**src/rtl/convergence_sequencer.sv**
```systemverilog
// Sequences one convergence pass per k-means iteration: fetches the eight new
// centroids in order, strobes the check block, samples its verdict and counts iterations.
module convergence_sequencer #(
  parameter int unsigned centroid_num = 8,
  parameter int unsigned iter_width   = 8
) (
  input  logic                  clk,
  input  logic                  rst,
  input  logic                  kmeans_start,
  input  logic                  iter_start,
  input  logic [iter_width-1:0] max_iter,
  output logic                  mean_req,
  input  logic                  mean_valid,
  output logic [2:0]            cent_num,
  output logic                  convergence_reg_en,
  output logic                  convergence_regs_reset,
  input  logic                  has_converged,
  input  logic                  converge_res_available,
  output logic                  busy,
  output logic                  pass_done,
  output logic                  load_centroids,
  output logic                  done,
  output logic                  converged,
  output logic                  timeout,
  output logic [iter_width-1:0] iter_count,
  output logic                  seq_error
);

  typedef enum logic [1:0] {IDLE, REQ, SAMPLE, FINISHED} state_t;

  state_t                state, state_next;
  logic [2:0]            idx;
  logic [iter_width-1:0] max_reg;
  logic [iter_width-1:0] count_next;
  logic                  last_cent;
  logic                  limit_hit;
  logic                  start_run;

  assign last_cent  = (idx == 3'(centroid_num - 1));
  assign count_next = (&iter_count) ? iter_count : iter_count + iter_width'(1);
  assign limit_hit  = (max_reg != '0) && (count_next == max_reg);
  assign start_run  = kmeans_start && ((state == IDLE) || (state == FINISHED));

  always_ff @(posedge clk or posedge rst) begin
    if (rst) state <= IDLE;
    else     state <= state_next;
  end

  // cent_num is forced to 0 outside REQ so the check block never sees cent 7 twice.
  always_comb begin
    state_next             = state;
    mean_req               = 1'b0;
    cent_num               = '0;
    convergence_reg_en     = 1'b0;
    convergence_regs_reset = 1'b0;
    busy                   = 1'b0;
    case (state)
      IDLE: begin
        if (kmeans_start)    state_next = IDLE;
        else if (iter_start) state_next = REQ;
      end
      REQ: begin
        mean_req               = 1'b1;
        cent_num               = idx;
        convergence_reg_en     = mean_valid;
        convergence_regs_reset = 1'b1;
        busy                   = 1'b1;
        if (mean_valid && last_cent) state_next = SAMPLE;
      end
      SAMPLE: begin
        convergence_regs_reset = 1'b1;
        busy                   = 1'b1;
        if (has_converged || limit_hit) state_next = FINISHED;
        else                            state_next = IDLE;
      end
      FINISHED: begin
        if (kmeans_start) state_next = IDLE;
      end
      default: state_next = IDLE;
    endcase
  end

  always_ff @(posedge clk or posedge rst) begin
    if (rst) begin
      idx            <= '0;
      max_reg        <= '0;
      iter_count     <= '0;
      pass_done      <= 1'b0;
      load_centroids <= 1'b0;
      done           <= 1'b0;
      converged      <= 1'b0;
      timeout        <= 1'b0;
      seq_error      <= 1'b0;
    end else begin
      pass_done      <= 1'b0;
      load_centroids <= 1'b0;
      if (start_run) begin
        iter_count <= '0;
        done       <= 1'b0;
        converged  <= 1'b0;
        timeout    <= 1'b0;
        seq_error  <= 1'b0;
      end else begin
        case (state)
          IDLE: begin
            if (iter_start) begin
              max_reg <= max_iter;
              idx     <= '0;
            end
          end
          REQ: begin
            if (mean_valid && !last_cent) idx <= idx + 3'd1;
          end
          SAMPLE: begin
            idx        <= '0;
            iter_count <= count_next;
            pass_done  <= 1'b1;
            if (!converge_res_available) seq_error <= 1'b1;
            if (has_converged) begin
              done      <= 1'b1;
              converged <= 1'b1;
            end else if (limit_hit) begin
              done    <= 1'b1;
              timeout <= 1'b1;
            end else begin
              load_centroids <= 1'b1;
            end
          end
          default: ;
        endcase
      end
    end
  end

endmodule

```
**config.mk**
```make
export PLATFORM = sky130hd
export DESIGN_NAME = convergence_sequencer
export DESIGN_NICKNAME = d
export VERILOG_FILES = /design/src/rtl/convergence_sequencer.sv
export SDC_FILE = /design/constraint.sdc
export NUM_CORES = 1
export LEC_CHECK = 0
export CORE_MARGIN = 10
export CORE_UTILIZATION = 55
export CTS_CLUSTER_DIAMETER = 30
export DETAILED_ROUTE_END_ITERATION = 7
export PLACE_DENSITY = 0.92
export SETUP_SLACK_MARGIN = 0.3
export SYNTH_ARGS = -nofsm -noshare
export SYNTH_HDL_FRONTEND = slang
export SYNTH_SLANG_ARGS = --single-unit
```
**constraint.sdc**
```tcl
create_clock -name clk -period 3.8 [get_ports clk]
set_clock_uncertainty 0.15 [all_clocks]
set_input_delay 0.95 -clock clk [delete_from_list [all_inputs] [get_ports clk]]
set_output_delay 0.95 -clock clk [all_outputs]
set_load 0.05 [all_outputs]
```
; ---- Yosys cells after proc, flatten, opt, wreduce, memory -nomap -nowiden
; Index checks and enable logic that the tools add are counted.
[word_totals]
register_bits = 27
in_bits = 15
out_inout_bits = 21
wordCells = 83
[op_classes]
addsub = 2
n_eq_ne = 12
muxes = 35
n_bitwise = 1
n_reduce_logical = 23
[ops]
columns = cell, count
row1 = $mux W8, 3
row2 = $mux W1, 22
row3 = $mux W2, 5
row4 = $mux W3, 3
row5 = $pmux W3 S3, 1
row6 = $reduce_and A3 Y1, 3
row7 = $add A8 B1 Y8 const B, 1
row8 = $eq A8 B8 Y1, 1
row9 = $ne A2 B2 Y1 const B, 4
row10 = $pmux W2 S4, 1
row11 = $reduce_and A8 Y1, 1
row12 = $reduce_bool A8 Y1, 1
row13 = $reduce_and A2 Y1, 3
row14 = $reduce_bool A2 Y1, 3
row15 = $reduce_bool A3 Y1, 2
row16 = $eq A2 B2 Y1 const B, 2
row17 = $logic_and A1 B1 Y1, 4
row18 = $ne A2 B1 Y1 const B, 2
row19 = $reduce_and A4 Y1, 1
row20 = $add A3 B1 Y3 const B, 1
row21 = $eq A3 B3 Y1 const B, 1
row22 = $ne A3 B3 Y1 const B, 1
row23 = $eq A2 B1 Y1 const B, 1
row24 = $logic_not A2 Y1, 1
row25 = 4 further kinds, 5

; ---- Depth between registers and ports, before layout
; Gate-level depths: netlist (run 1).
[logic_depth]
word_depth = 8
ltp_mapped = 9
ltp_nobuf = 8

; ---- Worst setup path before layout (run 1)
; Ideal clock, no wire load.
[synth_timing]
kind = reg2out
start = register state[1]
end = output port cent_num[2]
arrival_ps = 1603
required_time_ps = 2700
path_slack_ps = 1097
stages_incl_launch_ff = 4
n_path_buf = 0
path_cell_list = dfrtp_1 inv_1 ha_1 and2_1
[synth_via]
elab_chain_len = 2
[synth_rtl]
columns = item, line
row1 = from (decl), 31  ; state_t state, state_next;
row2 = from (signal assigned), 46  ; else state <= state_next;
row3 = $eq A2 B1 Y1, 57  ; case (state)
row4 = $mux W3, 57
row5 = to (decl), 14  ; output logic [2:0] cent_num,
; No other way between the ends.

; ---- Final worst setup path (run 1)
; Same ends and word-level chain as after synthesis.

==> results.md, run 1 <==
- In this run the number of H-tree levels came out at 1.
- The first TritonRoute pass finished after 4 iterations.
- At the later pin of the worst-skew pair, clock insertion delay measures 310 ps.
- TritonCTS created 3 clock buffers.
- For this design the total switching power over the nets is 662.4 uW.
- In this run, the combinational gates consume 56.7% of the power.
- When the netlist entered floorplanning its net count stood at 202.
- Setup repair after global routing left no endpoint under its margin.
- Data arrives at the worst endpoint at 2180 ps.
- The number of endpoints failing setup at the final stage is 0.
- The proportion of layout cells with a drive suffix above 1 is 10.58%.
- The worst setup path is launched from a flop.
- The main flop type after synthesis is sky130_fd_sc_hd__dfrtp_1.
- In the routed design, unresolved DRC markers number 0.
- The final standard cell utilization of the core is 69.26%.
- The final wirelength is 3634 um.
- Detailed placement ended at an HPWL of 2908 um.
- Across the run, the number of max-cap violations was 0.
- The sequential-to-total area share from yosys stat is 38.46%.
- In this run, post-CTS repair resized a total of 0 instances.
- Of all nets on the critical path, the largest fanout is 10.
- The total negative setup slack is 0 ps.
- Derived from the worst setup path, the maximum achievable clock frequency is 304.6 MHz.
- The total count of hold-check failures in the final report is 0.
- In this run the power density over the cells is 656.4 nW/um^2.
- The clock transition time at the flip-flop clock pins of the worst setup and hold paths is 140 ps.
- Once the floorplan was initialized, standard cells occupied 57.54% of the core.
- Leaving out fill and tap cells, the most frequent cell in the layout is sky130_fd_sc_hd__clkdlybuf4s50_1.
- The clock net in this run drives a total of 27 sinks.
- In this run the remaining antenna-violating nets after routing total 0.
- The routed wirelength normalized by instance count is 14.42 um.
- The standard-cell row count is 20.
- 0 antenna diodes ended up in the layout.
- The initial antenna violation count is 0.
- The final count of pins violating max slew is 0.
- Counting flops with a built-in enable in the synthesized netlist gives 0.
- The CTS tree is built.
- The DRC violation total after the first TritonRoute iteration is 106.
- During I/O placement, the number of pins put on the boundary was 36.
- VDD sags by at most 0.3769 mV.
- The share of async-settable or async-resettable flops after synthesis is 100.0%.
- The synthesized area per cell is 9.814 sq um.
- In this run the cell area measured after placement is 2087 sq um.
- The detailed-route via count is 1381.
- Compared with the post-synthesis result, the final layout area differs by 20.37%.
- The final layout net count is 232.
- The clock network fraction of total power is 8.7%.
- The switching power share of the total is 47.73%.
- The internal power of the cells totals 725.4 uW.
- The number of synthesized register bits is 27.
- The number of buffers added to fix hold violations after cts is 0.
- The kind of end point of the critical path is a primary output.
- The gate count after technology mapping is 179.
- The count of warnings emitted by yosys is 0.
- The transition time at the pin with the least slew margin is 992.3 ps.
- Sequential cells burn 34.6% of the power.
- The maximum count of clock buffers along a single path is 2.
- The largest net degree at the start of global routing is 28.
- The number of post-CTS setup repair buffers is 0.
- The path type of the worst min-delay path is flop to flop.
- The number of buffers added on ports is 35.
- The tree is rooted in a sky130_fd_sc_hd__clkbuf_4.
- After synthesis the cells add up to 1757 sq um.
- The required time of the critical path is 2700 ps.
- The worst slew slack as a fraction of its limit is 33.77%.
- The leakage power figure is 0.8709 nW.
- The library cells used most frequently in the layout, excluding fill and tap cells, are sky130_fd_sc_hd__clkdlybuf4s50_1 (34), sky130_fd_sc_hd__dfrtp_1 (27), sky130_fd_sc_hd__nor2_1 (14).
- The die covers 5855 sq um.
- Routability-driven placement finished with a final weighted congestion of 0.8824.
- The total global-route track usage is 12.82%.
- The area of the core is 3053 sq um.
- The run finished with clean final reports.
- The via count of the first global-routing pass is 1347.
- The classification of the worst setup path is flop to primary output.
- The global route total overflow is 0.
- The die outline width is 76.52 um.
- The clock period minus worst slack is 3283 ps.
- The vertical extent of the die is 76.52 um.
- After routing the design area is 2115 sq um.
- The average vias per placed instance is 5.480.
- Synthesis instantiated 45 different standard cells from the library.
- The global-route wire length before repair is 6451 um.
- The final critical path takes up 86.38% of the cycle.
[metal layers]
metal | GRT usage, % | vias up | wire length (um)
li1 | - | 702 | -
met1 | 15.69 | 636 | 1608
met2 | 21.34 | 39 | 1784
met3 | 2.948 | 4 | 188
met4 | 4.647 | 0 | 53
met5 | 0 | - | 0
[final timing paths]
kind                       slack (ps)  depth (start not counted)           from            end
max                               520                          4       state[1]    cent_num[2]
min                               350                          1         idx[0]         idx[0]
max reg2reg                      1240                          7  iter_count[1]       state[1]
min reg2reg                       350                          1         idx[0]         idx[0]
max in group asynchronous        1900                          2            rst     max_reg[4]
min in group asynchronous        1000                          2            rst  iter_count[7]
[final cells by class]
class	count	area (sq um)
multi-input combinational	134	978.4
inverter	8	30.03
fill	256	938.4
timing repair buffer	35	347.8
tap	44	55.05
clock buffer	3	22.52
clock inverter	1	5.005
sequential	27	675.6
[logic make-up after synthesis]
logic type	Yosys count	share of synthesized area, %
adders and majority gates	8	5.698
and+or+nand+nor	70	22.58
AOI/OAI and AO/OA	36	15.46
DFF	27	38.46
buffers and inverters	18	5.840
xor gates and xnor gates	7	3.918
muxes	13	8.049
[through the flow]
step	power [mW]	setup WS [ps]	hold WS (ps)	std cells
after floorplan	1.076	1097	320.1	179
after global placement	1.261	831.8	333.2	248
after detailed placement	1.280	705.5	335.7	248
after CTS	1.397	503.3	354.3	252
after global routing	1.483	366.8	390.7	252
final	1.388	517.5	348.0	252
[power groups by stage]
stage / logic (mW) / clock network, mW / registers, mW
3_3_place_gp: 0.781 / 0 / 0.480
5_1_grt: 0.851 / 0.137 / 0.496
2_1_floorplan: 0.512 / 0 / 0.564
3_5_place_dp: 0.794 / 0 / 0.486
6_report: 0.787 / 0.121 / 0.480
4_1_cts: 0.795 / 0.123 / 0.479
[critical path, cell delays in order, from the launching register on]
cell and delay [ps]:
sky130_fd_sc_hd__dfrtp_1 480, sky130_fd_sc_hd__inv_1 110, sky130_fd_sc_hd__ha_1 310, sky130_fd_sc_hd__and2_1 170
sky130_fd_sc_hd__clkdlybuf4s50_1 800
[Yosys cell counts, drive strengths merged (5+ instances only)]
cell type / instances / area share [%]
dfrtp: 27 / 38
nor2: 14 / 3.0
nor3: 6 / 1.7
ha: 8 / 5.7
mux2: 9 / 5.8
and2: 7 / 2.6
nand3: 8 / 2.3
xor2: 5 / 2.9
buf: 7 / 3.5
a21oi: 10 / 2.8
nor2b: 6 / 2.1
nand2: 9 / 1.9
inv: 8 / 1.7
and3: 6 / 2.1
o21ai: 8 / 2.3
Power figures use the tool's default switching activity.
==> inputs of run 2 (changes only) <==
--- a/config.mk
+++ b/config.mk
@@ -7,8 +7,8 @@
 export LEC_CHECK = 0
 export CORE_MARGIN = 10
-export CORE_UTILIZATION = 55
+export CORE_UTILIZATION = 54
 export CTS_CLUSTER_DIAMETER = 30
 export DETAILED_ROUTE_END_ITERATION = 7
-export PLACE_DENSITY = 0.92
+export PLACE_DENSITY = 0.9
 export SETUP_SLACK_MARGIN = 0.3
 export SYNTH_ARGS = -nofsm -noshare
--- a/constraint.sdc
+++ b/constraint.sdc
@@ -3,3 +3,3 @@
 set_input_delay 0.95 -clock clk [delete_from_list [all_inputs] [get_ports clk]]
 set_output_delay 0.95 -clock clk [all_outputs]
-set_load 0.05 [all_outputs]
+set_load 0.02 [all_outputs]
==> results.md, run 2 (synthesis results as in run 1) <==
- The via count of the first global-routing pass is 1383.
- The layout overhead on the synthesized area is 20.66%.
- The critical path is of the input pin to primary output type.
- The first global-routing pass estimated 6368 um of wire.
- The kind of end point of the critical path is a primary output.
- The number of buffers added to fix hold violations after cts is 0.
- The number of violations of the max-capacitance limit is 0.
- Grouping stages by cell kind, the critical path spends the most delay in buffers and inverters.
- On the worst path, the slowest cell contributes a delay of 610 ps.
- The number of setup buffers added after CTS is 0.
- The internal power of the cells totals 727.9 uW.
- The number of buffers added on ports is 35.
- Setup violations remaining at the end of the flow were counted as 0.
- Subtracting the final worst setup slack from the clock period gives 3272 ps.
- The initial antenna violation count was 0.
- The clock passes through at most 2 buffers.
- Measured along the x axis, the die boundary spans 77.04 um.
- The sequential power share is 38.0%.
- The vertical extent of the die is 77.04 um.
- The final worst-path cycle share is 86.09%.
- The total negative setup slack is 0 ps.
- The post-cts sizing count is 0.
- The number of diodes is 0.
- Traced cell by cell, the critical path runs through clkdlybuf4s50_1, and2_1, clkdlybuf4s50_1.
- The first TritonRoute pass finished after 4 iterations.
- The switching power summed over all nets is 542.7 uW.
- The arrival time at the worst endpoint is 2170 ps.
- Row generation in the floorplan step produced 20 rows.
- In this run the standard cell core region covers 3078 sq um.
- The placed cell area is 2090 sq um.
- The worst slack after detailed placement is 521.7 ps.
- The run finished with clean final reports.
- After filler insertion, the fill cell instance count of the layout stands at 259.
- After layout, the worst setup slack is 528.4 ps.
- The number of sinks on the clock net is 27.
- In this run, the clock network consumes 10.2% of the power.
- In this run, CTS created clock tree buffers numbering 3.
- VDD sags by at most 0.3169 mV.
- The number of design rule violations left after detail routing is 0.
- Cells with a size suffix above 1 make up 10.10% of the layout.
- The DRC violation total after the first TritonRoute iteration is 77.
- Routability-driven placement finished with a final weighted congestion of 0.8729.
- The transition time at the pin with the least slew margin is 999.6 ps.
- The final count of pins violating max slew is 0.
- Derived from the worst setup path, the maximum achievable clock frequency is 305.7 MHz.
- The count of buffer and inverter cells on the critical path is 2.
- The die covers 5934 sq um.
- The later pin in the worst-skew pair is clocked with a latency of 320 ps.
- Global routing consumed, over all layers together, 12.51% of the routing resources.
- The total count of hold-check failures in the final report is 0.
- Leaving out fill and tap cells, the most frequent cell in the layout is sky130_fd_sc_hd__clkdlybuf4s50_1.
- Dividing total power by cell area gives a power density of 599.5 nW/um^2.
- The remaining antenna violation count after routing is 0.
- The root buffer cell chosen for the clock tree is sky130_fd_sc_hd__clkbuf_4.
- The part of the total power dissipated in combinational logic is 51.8%.
- The critical path launch point type is an input pin.
- TritonCTS built the clock tree.
- Data on the critical path is required at its endpoint by 2700 ps.
- The analysis attributes to cell leakage a power of 0.8653 nW.
- The largest net degree at the start of global routing is 28.
- The highest fanout seen on the critical path is 3.
- The half-perimeter wire length after detailed placement is 2927 um.
- The average vias per placed instance is 5.496.
- The final route contains 1385 vias.
- The initial cell density of the core is 57.07%.
- The minimum hold slack is 352.4 ps.
- The total non-filler cell area in the finished layout is 2120 sq um.
- The clock transition time at the flip-flop clock pins of the worst setup and hold paths is 150 ps.
- The worst slew slack as a fraction of its limit is 33.29%.
- Among all stages on the critical path, the largest delay is contributed by sky130_fd_sc_hd__clkdlybuf4s50_1.
- The final wirelength is 3731 um.
- The number of top-level pins is 36.
- Setup repair after global routing left no endpoint under its margin.
- The most numerous cell type found on the critical path is sky130_fd_sc_hd__clkdlybuf4s50_1.
- The deepest level of the CTS H-tree is 1.
- Net switching is 42.71% of the power.
- For this run, the post-layout net count is 232.
- In the final routed layout, each cell accounts on average for 14.81 um.
- For this run the aggregate overflow at the end of global routing stands at 0.
- Leaving out fill and tap cells, the most frequent cells in the layout are sky130_fd_sc_hd__clkdlybuf4s50_1 (35), sky130_fd_sc_hd__dfrtp_1 (27), sky130_fd_sc_hd__nor2_1 (14).
- The path class of the tightest hold or removal check is flop to flop.
run 2: power groups by stage:
| stage | Clock (mW) | Combinational, mW | Sequential (mW) |
|---|---|---|---|
| 2_1_floorplan | 0 | 0.447 | 0.497 |
| 3_3_place_gp | 0 | 0.647 | 0.480 |
| 3_5_place_dp | 0 | 0.667 | 0.488 |
| 4_1_cts | 0.131 | 0.669 | 0.482 |
| 5_1_grt | 0.144 | 0.725 | 0.500 |
| 6_report | 0.130 | 0.658 | 0.483 |
run 2: area by class of cell:
| type | count | area, sq um | share of cell area [%] |
|---|---|---|---|
| multi-input cells | 134 | 978.4 | 46.16 |
| clock inverters | 1 | 7.507 | 0.3542 |
| clock buffers | 3 | 22.52 | 1.063 |
| inverters | 8 | 30.03 | 1.417 |
| flip-flops and latches | 27 | 675.6 | 31.88 |
| repair buffers | 35 | 350.3 | 16.53 |
| well taps | 44 | 55.05 | 2.597 |
run 2: path summary, 6_finish.rpt:
path	startpoint	end	slack, ps	cells past startpoint
max	mean_valid	convergence_reg_en	530	3
min	idx[0]	idx[0]	350	1
max reg2reg	iter_count[0]	done	1150	7
min reg2reg	idx[0]	idx[0]	350	1
max in group asynchronous	rst	max_reg[4]	1910	2
min in group asynchronous	rst	iter_count[4]	1000	2
run 2: routing by layer:
metal / up-vias / global-route usage [%] / wire length [um]
met2: 32 / 21.67 / 1841
met4: 0 / 4.380 / 65
met3: 4 / 2.564 / 159
li1: 702 / - / -
met5: - / 0 / 0
met1: 647 / 14.90 / 1664
run 2: stage by stage:
stage,power (mW),std cells,util [%]
floorplan,0.9441,179,-
global placement,1.127,248,67.89
detailed placement,1.155,248,67.89
CTS,1.282,252,68.86
global route,1.370,252,68.86
finish,1.271,252,68.86
